===== src/rtl/product_display_ctrl_pkg.sv =====
// Shared constants for the product display controller: segment codes, FSM states, defaults.
// Segment codes are active-low, bit order {g,f,e,d,c,b,a}.
package product_display_ctrl_pkg;

    localparam int WIDTH_DEF = 16;
    localparam int NDIG_DEF  = 5;

    localparam logic [6:0] SEG_BLANK = 7'b1111111;
    localparam logic [6:0] SEG_MINUS = 7'b0111111;

    // Entry i holds the code for digit i
    localparam logic [9:0][6:0] SEG_CODE = {
        7'b0010000,  // 9
        7'b0000000,  // 8
        7'b1111000,  // 7
        7'b0000010,  // 6
        7'b0010010,  // 5
        7'b0011001,  // 4
        7'b0110000,  // 3
        7'b0100100,  // 2
        7'b1111001,  // 1
        7'b1000000   // 0
    };

    typedef enum logic [1:0] {
        ST_IDLE   = 2'd0,
        ST_CONV   = 2'd1,
        ST_COMMIT = 2'd2
    } state_t;

endpackage


===== src/rtl/product_display_ctrl_bcd_seg_decode.sv =====
// BCD digit to active-low seven-segment code.
// Latency: combinational. Backpressure: none.
// Non-BCD inputs (10..15) blank the digit.
module bcd_seg_decode
    import product_display_ctrl_pkg::*;
(
    input  logic [3:0] bcd,
    output logic [6:0] seg
);

    always_comb begin
        seg = SEG_BLANK;
        if (bcd <= 4'd9) begin
            seg = SEG_CODE[bcd];
        end
    end

endmodule


===== src/rtl/product_display_ctrl.sv =====
// Signed product -> sign + NDIG BCD digits (double-dabble) -> scrollable 3-digit window on 7-seg.
// Latency: done and new segments appear WIDTH+1 edges after the accept edge.
// Backpressure: prod_ready low while converting; prod_valid is ignored then, not queued.
module product_display_ctrl
    import product_display_ctrl_pkg::*;
#(
    parameter int WIDTH = WIDTH_DEF,
    parameter int NDIG  = NDIG_DEF
) (
    input  logic             clk,
    input  logic             rst,
    input  logic [WIDTH-1:0] prod,
    input  logic             prod_valid,
    output logic             prod_ready,
    input  logic             btn_left,
    input  logic             btn_right,
    output logic             busy,
    output logic             done,
    output logic [6:0]       seg0,
    output logic [6:0]       seg1,
    output logic [6:0]       seg2,
    output logic [6:0]       seg3
);

    localparam int BW   = 4 * NDIG;
    localparam int CW   = $clog2(WIDTH + 1);
    localparam int WW   = $clog2(NDIG - 2);
    localparam int IW   = $clog2(NDIG);
    localparam int WMAX = NDIG - 3;

    state_t                 state_q, state_d;
    logic [CW-1:0]          cnt_q, cnt_d;
    logic [WIDTH-1:0]       mag_q, mag_d;
    logic [BW-1:0]          bcd_q, bcd_d;
    logic [BW-1:0]          bcd_adj;
    logic                   sign_cap_q, sign_cap_d;
    logic [NDIG-1:0][3:0]   dig_q, dig_d;
    logic                   sign_q, sign_d;
    logic [WW-1:0]          win_q, win_d;
    logic                   done_q, done_d;
    logic [6:0]             seg0_q, seg1_q, seg2_q, seg3_q;
    logic [6:0]             seg0_d, seg1_d, seg2_d, seg3_d;
    logic [IW-1:0]          idx0, idx1, idx2;

    always_comb begin
        state_d    = state_q;
        cnt_d      = cnt_q;
        mag_d      = mag_q;
        bcd_d      = bcd_q;
        sign_cap_d = sign_cap_q;
        dig_d      = dig_q;
        sign_d     = sign_q;
        win_d      = win_q;
        done_d     = 1'b0;

        for (int i = 0; i < NDIG; i++) begin
            bcd_adj[4*i +: 4] = (bcd_q[4*i +: 4] >= 4'd5) ? bcd_q[4*i +: 4] + 4'd3
                                                          : bcd_q[4*i +: 4];
        end

        // Simultaneous left+right presses cancel out
        if (btn_left && !btn_right && win_q != WW'(WMAX)) begin
            win_d = win_q + 1'b1;
        end else if (btn_right && !btn_left && win_q != '0) begin
            win_d = win_q - 1'b1;
        end

        case (state_q)
            ST_IDLE: begin
                if (prod_valid) begin
                    sign_cap_d = prod[WIDTH-1];
                    mag_d      = prod[WIDTH-1] ? (~prod + 1'b1) : prod;
                    bcd_d      = '0;
                    cnt_d      = CW'(WIDTH);
                    state_d    = ST_CONV;
                end
            end
            ST_CONV: begin
                bcd_d = {bcd_adj[BW-2:0], mag_q[WIDTH-1]};
                mag_d = {mag_q[WIDTH-2:0], 1'b0};
                cnt_d = cnt_q - 1'b1;
                if (cnt_q == CW'(1)) begin
                    state_d = ST_COMMIT;
                end
            end
            ST_COMMIT: begin
                dig_d   = bcd_q;
                sign_d  = sign_cap_q;
                win_d   = '0;
                done_d  = 1'b1;
                state_d = ST_IDLE;
            end
            default: state_d = ST_IDLE;
        endcase
    end

    // Segments decode the next-state digits so they land together with the register update
    assign idx0 = IW'(win_d);
    assign idx1 = idx0 + IW'(1);
    assign idx2 = idx0 + IW'(2);

    bcd_seg_decode u_dec0 (.bcd(dig_d[idx0]), .seg(seg0_d));
    bcd_seg_decode u_dec1 (.bcd(dig_d[idx1]), .seg(seg1_d));
    bcd_seg_decode u_dec2 (.bcd(dig_d[idx2]), .seg(seg2_d));

    assign seg3_d = sign_d ? SEG_MINUS : SEG_BLANK;

    always_ff @(posedge clk) begin
        if (!rst) begin
            state_q    <= ST_IDLE;
            cnt_q      <= '0;
            mag_q      <= '0;
            bcd_q      <= '0;
            sign_cap_q <= 1'b0;
            dig_q      <= '0;
            sign_q     <= 1'b0;
            win_q      <= '0;
            done_q     <= 1'b0;
            seg0_q     <= SEG_CODE[0];
            seg1_q     <= SEG_CODE[0];
            seg2_q     <= SEG_CODE[0];
            seg3_q     <= SEG_BLANK;
        end else begin
            state_q    <= state_d;
            cnt_q      <= cnt_d;
            mag_q      <= mag_d;
            bcd_q      <= bcd_d;
            sign_cap_q <= sign_cap_d;
            dig_q      <= dig_d;
            sign_q     <= sign_d;
            win_q      <= win_d;
            done_q     <= done_d;
            seg0_q     <= seg0_d;
            seg1_q     <= seg1_d;
            seg2_q     <= seg2_d;
            seg3_q     <= seg3_d;
        end
    end

    assign prod_ready = (state_q == ST_IDLE);
    assign busy       = !prod_ready;
    assign done       = done_q;
    assign seg0       = seg0_q;
    assign seg1       = seg1_q;
    assign seg2       = seg2_q;
    assign seg3       = seg3_q;

endmodule


===== config.mk =====
export PLATFORM = sky130hd
export DESIGN_NAME = product_display_ctrl
export DESIGN_NICKNAME = d
export VERILOG_FILES = /design/src/rtl/product_display_ctrl_pkg.sv /design/src/rtl/product_display_ctrl_bcd_seg_decode.sv /design/src/rtl/product_display_ctrl.sv
export SDC_FILE = /design/constraint.sdc
export NUM_CORES = 1
export LEC_CHECK = 0
export BUFFER_PORTS_ARGS = -buffer_cell sky130_fd_sc_hd__buf_4
export CORE_UTILIZATION = 54
export DETAILED_ROUTE_END_ITERATION = 10
export MAX_ROUTING_LAYER = met4
export PLACE_DENSITY = 0.76
export SYNTH_ARGS = -nofsm -noshare
export SYNTH_HDL_FRONTEND = slang
export SYNTH_HIERARCHICAL = 1
export SYNTH_SLANG_ARGS = --single-unit

===== constraint.sdc =====
create_clock -name clk -period 2.8 [get_ports clk]
set_input_delay 0.56 -clock clk [delete_from_list [all_inputs] [get_ports clk]]
set_output_delay 0.56 -clock clk [all_outputs]
set_load 0.05 [all_outputs]

* Yosys cells after proc, flatten, opt, wreduce, memory -nomap -nowiden
Memory sizes are Yosys's and may differ from the RTL's.
Cells that the tools add are included.
** Operators by class
- Add/sub/neg operators :: 11
- Magnitude comparators :: 14
- Eq/ne operators :: 6
- Multiplexer cells :: 34
- Bitwise operators :: 1
- Reductions and logical operators :: 16
** Operators by type and width (count)
- 2-to-1 mux 20 bit :: 2
- one-hot mux 20 bit (2 select lines) :: 1
- 2-to-1 mux 16 bit :: 2
- one-hot mux 16 bit (2 select lines) :: 1
- 2-to-1 mux 4 bit :: 7
- 2-to-1 mux 7 bit :: 4
- binary-select mux 4 bit (select 3 bit) :: 2
- greater-or-equal comparator 4 x 3 -> 1 bit, second input constant :: 5
- 2-to-1 mux 6 bit :: 3
- adder 16 x 1 -> 16 bit, second input constant :: 1
- adder 4 x 2 -> 4 bit, second input constant :: 4
- inverter 16 bit :: 1
- less-than comparator 4 x 5 -> 1 bit, second input constant :: 3
- <= comparator 4 bit, second input constant :: 3
- AND reduction 2 bit :: 6
- 2-to-1 mux 2 bit :: 5
- one-hot mux 5 bit (2 select lines) :: 1
- binary-select mux 4 bit (select 2 bit) :: 1
- less-than comparator 3 x 4 -> 1 bit, second input constant :: 2
- != test 2 bit, second input constant :: 3
- == test 5 x 1 -> 1 bit, second input constant :: 1
- 2-to-1 mux 5 bit :: 1
- subtractor 5 x 1 -> 5 bit, second input constant :: 1
- logical AND 1 bit :: 4
- other kinds (14) :: 18
** Word-level totals
- Register bits after elaboration :: 96
- Bits in read-only memories :: 336
- Bits of input ports :: 21
- Output and inout port bits :: 31
- Logic and storage cells :: 105
- Memories kept :: 3
** Memories
- (no name shown) :: words 16, width 7, rd ports 1, clocked after memory_dff 0, write ports 0, line product_display_ctrl_bcd_seg_decode.sv:14 : seg = SEG_CODE[bcd];
- (no name shown) :: words 16, width 7, rd ports 1, clocked after memory_dff 0, write ports 0, line product_display_ctrl_bcd_seg_decode.sv:14
- (no name shown) :: words 16, width 7, rd ports 1, clocked after memory_dff 0, write ports 0, line product_display_ctrl_bcd_seg_decode.sv:14

* Longest topological paths before layout
Gate-level depths: netlist of run 1.
- Depth after elaboration :: 12
- Depth in mapped cells :: 15

* Hierarchy
The synthesis of run 1 kept the hierarchy.
** Modules (own cells, without submodules)
- product_display_ctrl :: instances 1, cells an instance 532, area each 4620.7 um^2, seq. area each 1801.7 um^2
- bcd_seg_decode :: instances 3, cells an instance 30, area each 206.4 um^2, seq. area each 0.0 um^2

* Worst setup path after synthesis of run 1
OpenSTA, ideal clock, no wires.
- Kind :: reg-to-reg
- Start :: register win_q[0]
- End :: register seg1_q[1] (netlist: seg1[1])
- Library setup time :: 0.115 ns
- Arrival time :: 2.781 ns
- Path slack :: -0.096 ns
- Cell stages (with the launch flop) :: 14
- Buffers on the path :: 2
- Cells stage by stage :: dfxtp_1 inv_1 ha_1 nand2b_1 a21o_1 a21o_1 buf_4 buf_6 o311ai_1 inv_1 ha_1 a21oi_1 nor2_1 and2_1
** Between the ends
- Longest elaborated chain between the ends :: 11
- Elaborated cells between the ends (all ways) :: 16
** RTL lines
- from (decl) :: line product_display_ctrl.sv:39 : logic [WW-1:0] win_q, win_d;
- from (signal assigned) :: line product_display_ctrl.sv:131 : win_q <= win_d;
- parallel branches: the longest is 3 deep, another holds subtractor 2 x 1 -> 2 bit
- 2-to-1 mux 2 bit (*) :: line product_display_ctrl.sv:62 : if (btn_left && !btn_right && win_q != WW'(WMAX)) begin
- 2-to-1 mux 2 bit (*) :: line product_display_ctrl.sv:68 : case (state_q)
- adder 2 x 1 -> 3 bit (*) :: line product_display_ctrl.sv:99 : assign idx1 = idx0 + IW'(1);
- binary-select mux 4 bit (select 3 bit) (*) :: line product_display_ctrl.sv:103 : bcd_seg_decode u_dec1 (.bcd(dig_d[idx1]), .seg(seg1_d));
- 2-to-1 mux 4 bit (not written as such) (*) :: line product_display_ctrl.sv:103
- memory (16 x 7 bit)
- 2-to-1 mux 7 bit (not written as such) :: line product_display_ctrl_bcd_seg_decode.sv:14
- 2-to-1 mux 6 bit (*) :: line product_display_ctrl_bcd_seg_decode.sv:13 : if (bcd <= 4'd9) begin
- net seg1_d[1] :: line product_display_ctrl.sv:42 : logic [6:0] seg0_d, seg1_d, seg2_d, seg3_d;
- to (signal assigned) :: line product_display_ctrl.sv:120 : seg1_q <= SEG_CODE[0];
- to (signal assigned) :: line product_display_ctrl.sv:134 : seg1_q <= seg1_d;
- to (decl) :: line product_display_ctrl.sv:41 : logic [6:0] seg0_q, seg1_q, seg2_q, seg3_q;
Mark *: on every way through the listed nets, which the timed path passes. The select of a mux whose other input is x is not followed.
A chain may end at the register's enable or synchronous reset.

* Worst setup path in the final report of run 1
- Start :: register win_q[0]
- End :: register seg0_q[3] (netlist: seg0[3])
** Between the ends
- Longest elaborated chain between the ends :: 10
- Elaborated cells between the ends (all ways) :: 15
** RTL lines
- parallel branches: the longest is 3 deep, another holds subtractor 2 x 1 -> 2 bit
- 2-to-1 mux 2 bit (*) :: line product_display_ctrl.sv:62
- 2-to-1 mux 2 bit (*) :: line product_display_ctrl.sv:68
- binary-select mux 4 bit (select 2 bit) (*) :: line product_display_ctrl.sv:102 : bcd_seg_decode u_dec0 (.bcd(dig_d[idx0]), .seg(seg0_d));
- 2-to-1 mux 4 bit (not written as such) (*) :: line product_display_ctrl.sv:102
- memory (16 x 7 bit)
- 2-to-1 mux 7 bit (not written as such) :: line product_display_ctrl_bcd_seg_decode.sv:14
- 2-to-1 mux 6 bit (*) :: line product_display_ctrl_bcd_seg_decode.sv:13
- net seg0_d[3] :: line product_display_ctrl.sv:42
- to (signal assigned) :: line product_display_ctrl.sv:119 : seg0_q <= SEG_CODE[0];
- to (signal assigned) :: line product_display_ctrl.sv:133 : seg0_q <= seg0_d;
- to (decl) :: line product_display_ctrl.sv:41
Marks and branches as above.

==> results of run 1 <==
-- area by class of cell --
class                   count  area, sq um  area share
clock buffers              10          128      0.0202
clock inverters             6         66.3      0.0105
inverters                  33          126      0.0200
multi-input cells         457         3290       0.519
flip-flops and latches     90         1810       0.285
well taps                 129          161      0.0255
repair buffers             98          756       0.119
-- cell usage in the layout (no fill, tap or decap), types with 4 or more instances in the layout --
master | synthesis | routed
a211o_1 | 4 | 4
a211oi_1 | 10 | 8
a21boi_0 | 20 | 20
a21o_1 | 5 | 4
a21oi_1 | 45 | 44
a22oi_1 | 16 | 16
a31o_2 | 4 | 4
and2_1 | 21 | 21
buf_4 | 8 | 95
clkbuf_8 | 0 | 9
conb_1 | 1 | 6
dfxtp_1 | 90 | 88
ha_1 | 30 | 22
ha_2 | 0 | 6
inv_1 | 33 | 26
inv_2 | 0 | 6
mux2i_1 | 15 | 13
nand2_1 | 68 | 68
nand2b_1 | 13 | 12
nand3_1 | 22 | 22
nor2_1 | 27 | 23
nor2_2 | 1 | 4
nor2b_1 | 13 | 11
nor3_1 | 10 | 10
o21ai_0 | 21 | 20
o21ai_1 | 7 | 6
o22a_1 | 5 | 5
o22ai_1 | 4 | 4
o31ai_1 | 4 | 4
xnor2_1 | 18 | 18
xor2_1 | 4 | 4
-- per-layer routing --
layer,routed length (um),up-vias
met3,438,17
met1,5610,2232
met2,6600,94
li1,-,2296
met4,177,0
met5,0,-
-- worst paths after layout --
check / start / end / slack [ns] / depth (start not counted)
setup / recovery: win_q[0] / seg0[3] / 0.06 / 13
hold / removal: prod[0] / mag_q[0] / 0.47 / 3
setup reg to reg: win_q[0] / seg0[3] / 0.06 / 13
hold reg to reg: dig_q[1] / dig_q[1] / 0.47 / 2
-- registers in the layout, summed over array words and instances (netlist names) --
| name | flops |
|---|---|
| win_q | 2 |
| seg2 | 7 |
| state_q | 2 |
| seg1 | 7 |
| seg0 | 7 |
| done | 1 |
| cnt_q | 5 |
| sign_q | 1 |
| mag_q | 16 |
| dig_q | 20 |
| seg3 | 1 |
| sign_cap_q | 1 |
| bcd_q | 20 |
-- repair_timing --
item	4_1_cts	5_1_grt
hold endpoints to repair	0	0
setup endpoints to repair	21	21
buffers inserted	4	5
pin swaps	7	18
gates cloned	0	0
gates resized for setup	22	31
-- worst register-to-register path: cells and delay by family, from the launching register on --
kind	cells	cell delay [ns]
AOI/OAI and AO/OA	6	1.11
adders and majority gates	2	0.46
buffers and inverters	2	0.23
DFF	1	0.37
muxes	1	0.17
and+or+nand+nor	2	0.30
-- power groups by stage --
stage | registers [mW] | clock network [mW] | logic, mW
global placement | 1.39 | 0 | 0.706
detailed placement | 1.39 | 0 | 0.726
global route | 1.37 | 0.975 | 0.880
finish | 1.37 | 0.904 | 0.814
CTS | 1.36 | 0.914 | 0.757
floorplan | 1.46 | 0 | 0.434
-- per-stage QoR --
step	worst slack, ns	hold slack (ns)	instance area [sq um]	power [mW]	utilization
after global placement	-0.147	0.455	5880	2.10	0.630
after CTS	0.00946	0.465	6190	3.03	0.664
final	0.0617	0.469	6330	3.08	0.679
after global routing	-0.0708	0.470	6330	3.23	0.679
after floorplan	0.00831	0.441	5280	1.90	-
after detailed placement	-0.278	0.464	5880	2.12	0.630
-- cell families (layout without fill, tap and decap cells) --
logic type / Yosys count / in the layout / share of synthesized area
XOR/XNOR: 22 / 22 / 0.0368
AND/OR/NAND/NOR: 199 / 199 / 0.192
multiplexers: 17 / 17 / 0.0330
other: 1 / 6 / 0.000716
AO/OA/AOI/OAI: 183 / 183 / 0.250
buffers and inverters: 80 / 147 / 0.0719
adder cells (fa/ha/maj): 30 / 30 / 0.0716
flip-flops: 90 / 90 / 0.344
==> results.yml, run 1 <==
power_and_ir_drop:
  p_leak_nw: 2.46
  switching_share: 0.321
  sequentialPowerShare: 0.443
  p_comb_frac: 0.264
  p_int_mw: 2.09
  clkPwrFrac: 0.293
  vdd_drop_max_v: 0.000288
  p_sw_uw: 991
  p_per_area_nw_per_um2: 487
route:
  via_per_inst: 5.64
  routed_wl_mm: 12.8
  routedWlPerCell_um: 15.6
  drt_drc_violations_left: 0
  drtIter0Drc: 193
  first_pass_iters: 4
  antenna_left: 0
  num_vias: 4639
sta:
  fin_crit_sh: 0.978
  relSlewSlack: 0.516
  setup_viol: 0
  rsz0062_at_grt: "true"
  hold_viol: 0
  max_freq_mhz: 365
  setup_tns_ns: 0
  worstMarginPinSlew_ns: 0.726
  fin_worst_skew_ns: 0.0116
  fin_crit_ns: 2.74
  slew_viol_final: 0
critical_path:
  worst_ep_required_time_ns: 3.08
  crit_slowest_cell: "dfxtp_2"
  cp_top_family: "compound AO/OA/AOI/OAI gates"
  crit_type: "reg -> reg"
  cp-start-kind: "flop"
  arrival_ns: 3.01
  path_buf_inv: 2
  crit_fanout: 6
  cpPeakStageDelay_ns: 0.37
  worstSetupEndpointType: "flop"
  path_cells: "inv_4 -> ha_4 -> nand2b_4 -> a221oi_4 -> buf_4 -> a21oi_4 -> mux2i_2 -> a221oi_2 -> ha_2 -> o21bai_1 -> a22oi_2 -> o21ai_1 -> and2_1"
final_layout:
  drive_gt1_frac: 0.261
  layout.nets: 740
  final.fill_count: 782
  final_cells: 823
  num_antenna_cells: 0
  area_growth_pct: 20.8
synth:
  async_reset_ff_frac: 0
  synth_area_leaders: "dfxtp_1, ha_1, nand2_1"
  yosys.area.top_type_share: 0.344
  ys_seq_area_frac: 0.344
  synth_top_area_cell: "dfxtp_1"
  synth_area_sq_um: 5240
  yosysUniqueCellTypes: 64
  netlist_instances: 622
  synth_most_common_cell: "dfxtp_1"
  synth_edf_count: 0
  yosys_warnings: 6
  syn_avg_cell_area_sq_um: 8.42
  ys_seq_elements: 90
  synthTopCellsByCount: "dfxtp_1, nand2_1, a21oi_1"
  synthFlopType: "dfxtp_1"
clocking:
  cts_tree: "done"
  cts_buffers: 9
  h-tree-depth: 3
  path_clk_slew_ns: 0.10
  clk_latency_ns: 0.37
  cts-root-buf: "clkbuf_8"
  clockBufferDepth: 2
  cts_sinks: 90
  cts_hold_buf: 0
job:
  max_cap_violations: 0
grt:
  grt_overflow: 0
  grt_pass1_vias: 4500
  grt_usage: 0.268
  grt.busiest_layer: "met2"
  use_met3: 0.0437
  grt_pass1_wl_mm: 20.9
  grt_use_met1: 0.309
  antenna_found_initial: 0
  grt_max_degree: 58
  grt_util_met2: 0.474
floorplan:
  coreArea_sq_um: 9330
  die_h_um: 101
  start_util: 0.562
  pin_count: 52
  dieArea_sq_um: 10100
  die-width_um: 101
  num_rows: 35
placed_design:
  dp.cells: 798
  place_hpwl_mm: 8.91
  gp_congestion: 0.902
  portBuffers: 45
hold_path:
  min_path_type: "in -> reg"
outcome:
  outcome: "completed"
No activity file was read; power rests on OpenSTA's default activity.
==> inputs of run 2 (changes only) <==
- ABC_AREA: default -> 1
- PLACE_DENSITY: 0.76 -> 0.81
==> run 2 against run 1 <==
Against the previous run: wire length shrank 10%; via count grew 5.2%; synthesized area shrank 1.8%; combinational power grew 65%; cell area shrank 8.2%; clock-buffer cell count grew 1; worst setup slack gained 0.12 ns; sequential cell count is the same.
==> results.yml, run 2 <==
power_and_ir_drop:
  sequentialPowerShare: 0.399
  p_int_mw: 2.18
  clkPwrFrac: 0.229
  p_comb_frac: 0.372
  switching_share: 0.397
  p_leak_nw: 2.67
  p_per_area_nw_per_um2: 621
  p_sw_mw: 1.43
  vdd_drop_max_v: 0.000267
critical_path:
  crit_fanout: 11
  arrival_ns: 2.87
  path_cells: "inv_1 -> ha_1 -> inv_1 -> nand3_4 -> nand2_1 -> nand2_2 -> nand3_4 -> buf_4 -> nand2_1 -> nand3_1 -> nand2_1 -> inv_2 -> ha_2 -> nand2_2 -> nand3_4 -> o21ai_2 -> or2_2"
  worst_ep_required_time_ns: 3.05
  crit_type: "reg -> reg"
  worstSetupEndpointType: "flop"
  worstSetupStartpoint: "win_q[0]"
  cpPeakStageDelay_ns: 0.35
  cp-start-kind: "flop"
  crit_end: "seg0[6]"
  crit_slowest_cell: "dfxtp_1"
  worstReg2RegEnd: "seg0[6]"
  rrSetupSlack_ns: 0.18
  reg2reg_depth: 17
  r2r-start: "win_q[0]"
  cp_top_family: "simple AND/OR/NAND/NOR gates"
  crit_cells: 17
  path_buf_inv: 4
final_layout:
  layout.nets: 835
  final_util: 0.629
  final_cell_mix: "nand2_1, dfxtp_1, inv_1"
  final_cells: 918
  final_cell_area_sq_um: 5810
  largestRegisters: "bcd_q (20), dig_q (20), mag_q (16)"
  final_common_cell: "nand2_1"
  drive_gt1_frac: 0.171
  num_antenna_cells: 0
  area_growth_pct: 13.0
synth:
  netlist_instances: 738
  synth_area_sq_um: 5140
  syn_avg_cell_area_sq_um: 6.97
  yosys.area.top_type_share: 0.350
  synth_top_area_cell: "dfxtp_1"
  async_reset_ff_frac: 0
  ys_seq_area_frac: 0.350
  synth_most_common_cell: "nand2_1"
  synth_edf_count: 0
  synthFlopType: "dfxtp_1"
  synth_area_leaders: "dfxtp_1, nand2_1, ha_1"
  synthTopCellsByCount: "nand2_1, inv_1, dfxtp_1"
  yosys_warnings: 6
  ys_seq_elements: 90
  yosysUniqueCellTypes: 39
placed_design:
  dp.cells: 893
  dpl_cell_area_sq_um: 5530
  gp_congestion: 0.918
  portBuffers: 45
  place_hpwl_mm: 8.15
clocking:
  cts_tree: "done"
  cts_buffers: 9
  h-tree-depth: 3
  clockBufferDepth: 2
  clk_latency_ns: 0.36
  path_clk_slew_ns: 0.09
  cts_sinks: 90
  cts-root-buf: "clkbuf_8"
sta:
  fin_worst_skew_ns: 0.0116
  fin_crit_sh: 0.934
  worstMarginPinSlew_ns: 0.504
  setup_viol: 0
  relSlewSlack: 0.660
  max_freq_mhz: 382
  hold_viol: 0
  fin_crit_ns: 2.62
  slew_viol_final: 0
route:
  drt_drc_violations_left: 0
  routedWlPerCell_um: 12.5
  antenna_left: 0
  num_vias: 4878
  drtIter0Drc: 231
  via_per_inst: 5.31
  first_pass_iters: 8
  routed_wl_mm: 11.5
job:
  max_cap_violations: 0
floorplan:
  coreArea_sq_um: 9240
  start_util: 0.557
  num_rows: 35
  pin_count: 52
  die_h_um: 99.6
  dieArea_sq_um: 9920
  die-width_um: 99.6
grt:
  grt_max_degree: 36
  grt_pass1_wl_mm: 18.9
  grt_pass1_vias: 4450
  antenna_found_initial: 0
  grt_overflow: 0
  grt_usage: 0.241
outcome:
  outcome: "completed"
hold_path:
  min_path_type: "reg -> reg"
## run 2: cell count changes in the layout (fill, tap and decap cells not counted), sizes merged, moves of 13 or more
cell	delta
buf	-39
xnor2	-17
o21ai	+45
a21boi	-20
nand2b	-13
nor2b	-13
inv	+69
nand3	+47
mux2i	-15
nand2	+115
nor2	+37
and2	-21
## run 2: worst min-delay path, cell delays in order, from the launching register on
cell	delay [ns]
dfxtp_1	0.33
nand2_1	0.06
a21oi_1	0.06
## run 2: worst min-delay path by stage
stage	start	to	slack [ns]	cells past startpoint
2_1_floorplan	bcd_q[19]	bcd_q[19]	0.44	2
3_3_place_gp	bcd_q[19]	bcd_q[19]	0.45	2
6_report	bcd_q[17]	bcd_q[17]	0.49	2
3_5_place_dp	bcd_q[17]	bcd_q[17]	0.47	2
4_1_cts	prod[10]	mag_q[10]	0.49	4
5_1_grt	prod[12]	mag_q[12]	0.50	3
## run 2: cell families after synthesis
family          count (synthesis)  share of synthesized area
flops                          90                      0.350
buf+inv                       132                      0.110
other cells                     1                   0.000729
compound gates                131                      0.142
simple gates                  349                      0.316
fa+ha+maj                      30                     0.0730
xor+xnor                        5                    0.00851
## run 2: final cells by class
| type | instances | area [sq um] |
|---|---|---|
| repair buffers | 59 | 443 |
| inverters | 103 | 392 |
| flip-flops and latches | 90 | 1800 |
| fillers | 789 | 3430 |
| well taps | 129 | 161 |
| multi-input cells | 521 | 2840 |
| clock inverters | 5 | 38.8 |
| clock buffers | 11 | 141 |
## run 2: power groups by stage
stage	clock [mW]	sequential [mW]	combinational (mW)
3_3_place_gp	0	1.47	1.21
4_1_cts	0.841	1.44	1.26
5_1_grt	0.897	1.45	1.46
2_1_floorplan	0	1.70	0.745
6_report	0.827	1.44	1.34
3_5_place_dp	0	1.47	1.26
## run 2: through the flow
step	total power [mW]	hold slack (ns)	setup TNS [ns]	worst slack, ns
2_1_floorplan	2.45	0.439	0	0.451
3_3_place_gp	2.68	0.451	0	0.207
3_5_place_dp	2.73	0.472	0	0.0888
4_1_cts	3.54	0.485	0	0.0786
5_1_grt	3.81	0.504	-0.0606	-0.0284
6_report	3.61	0.491	0	0.184
## run 2: metal layers
| metal | up-vias | GRT usage | share of wire |
|---|---|---|---|
| li1 | 2459 | - | - |
| met5 | - | - | 0 |
| met2 | 160 | 0.426 | 0.50 |
| met1 | 2231 | 0.269 | 0.43 |
| met3 | 28 | 0.0365 | 0.047 |
| met4 | 0 | 0.105 | 0.023 |
## run 2: what timing repair did
action	CTS	global route
setup buffers	0	9
resized for setup	0	13
setup endpoints to repair	0	15
hold buffers	0	0
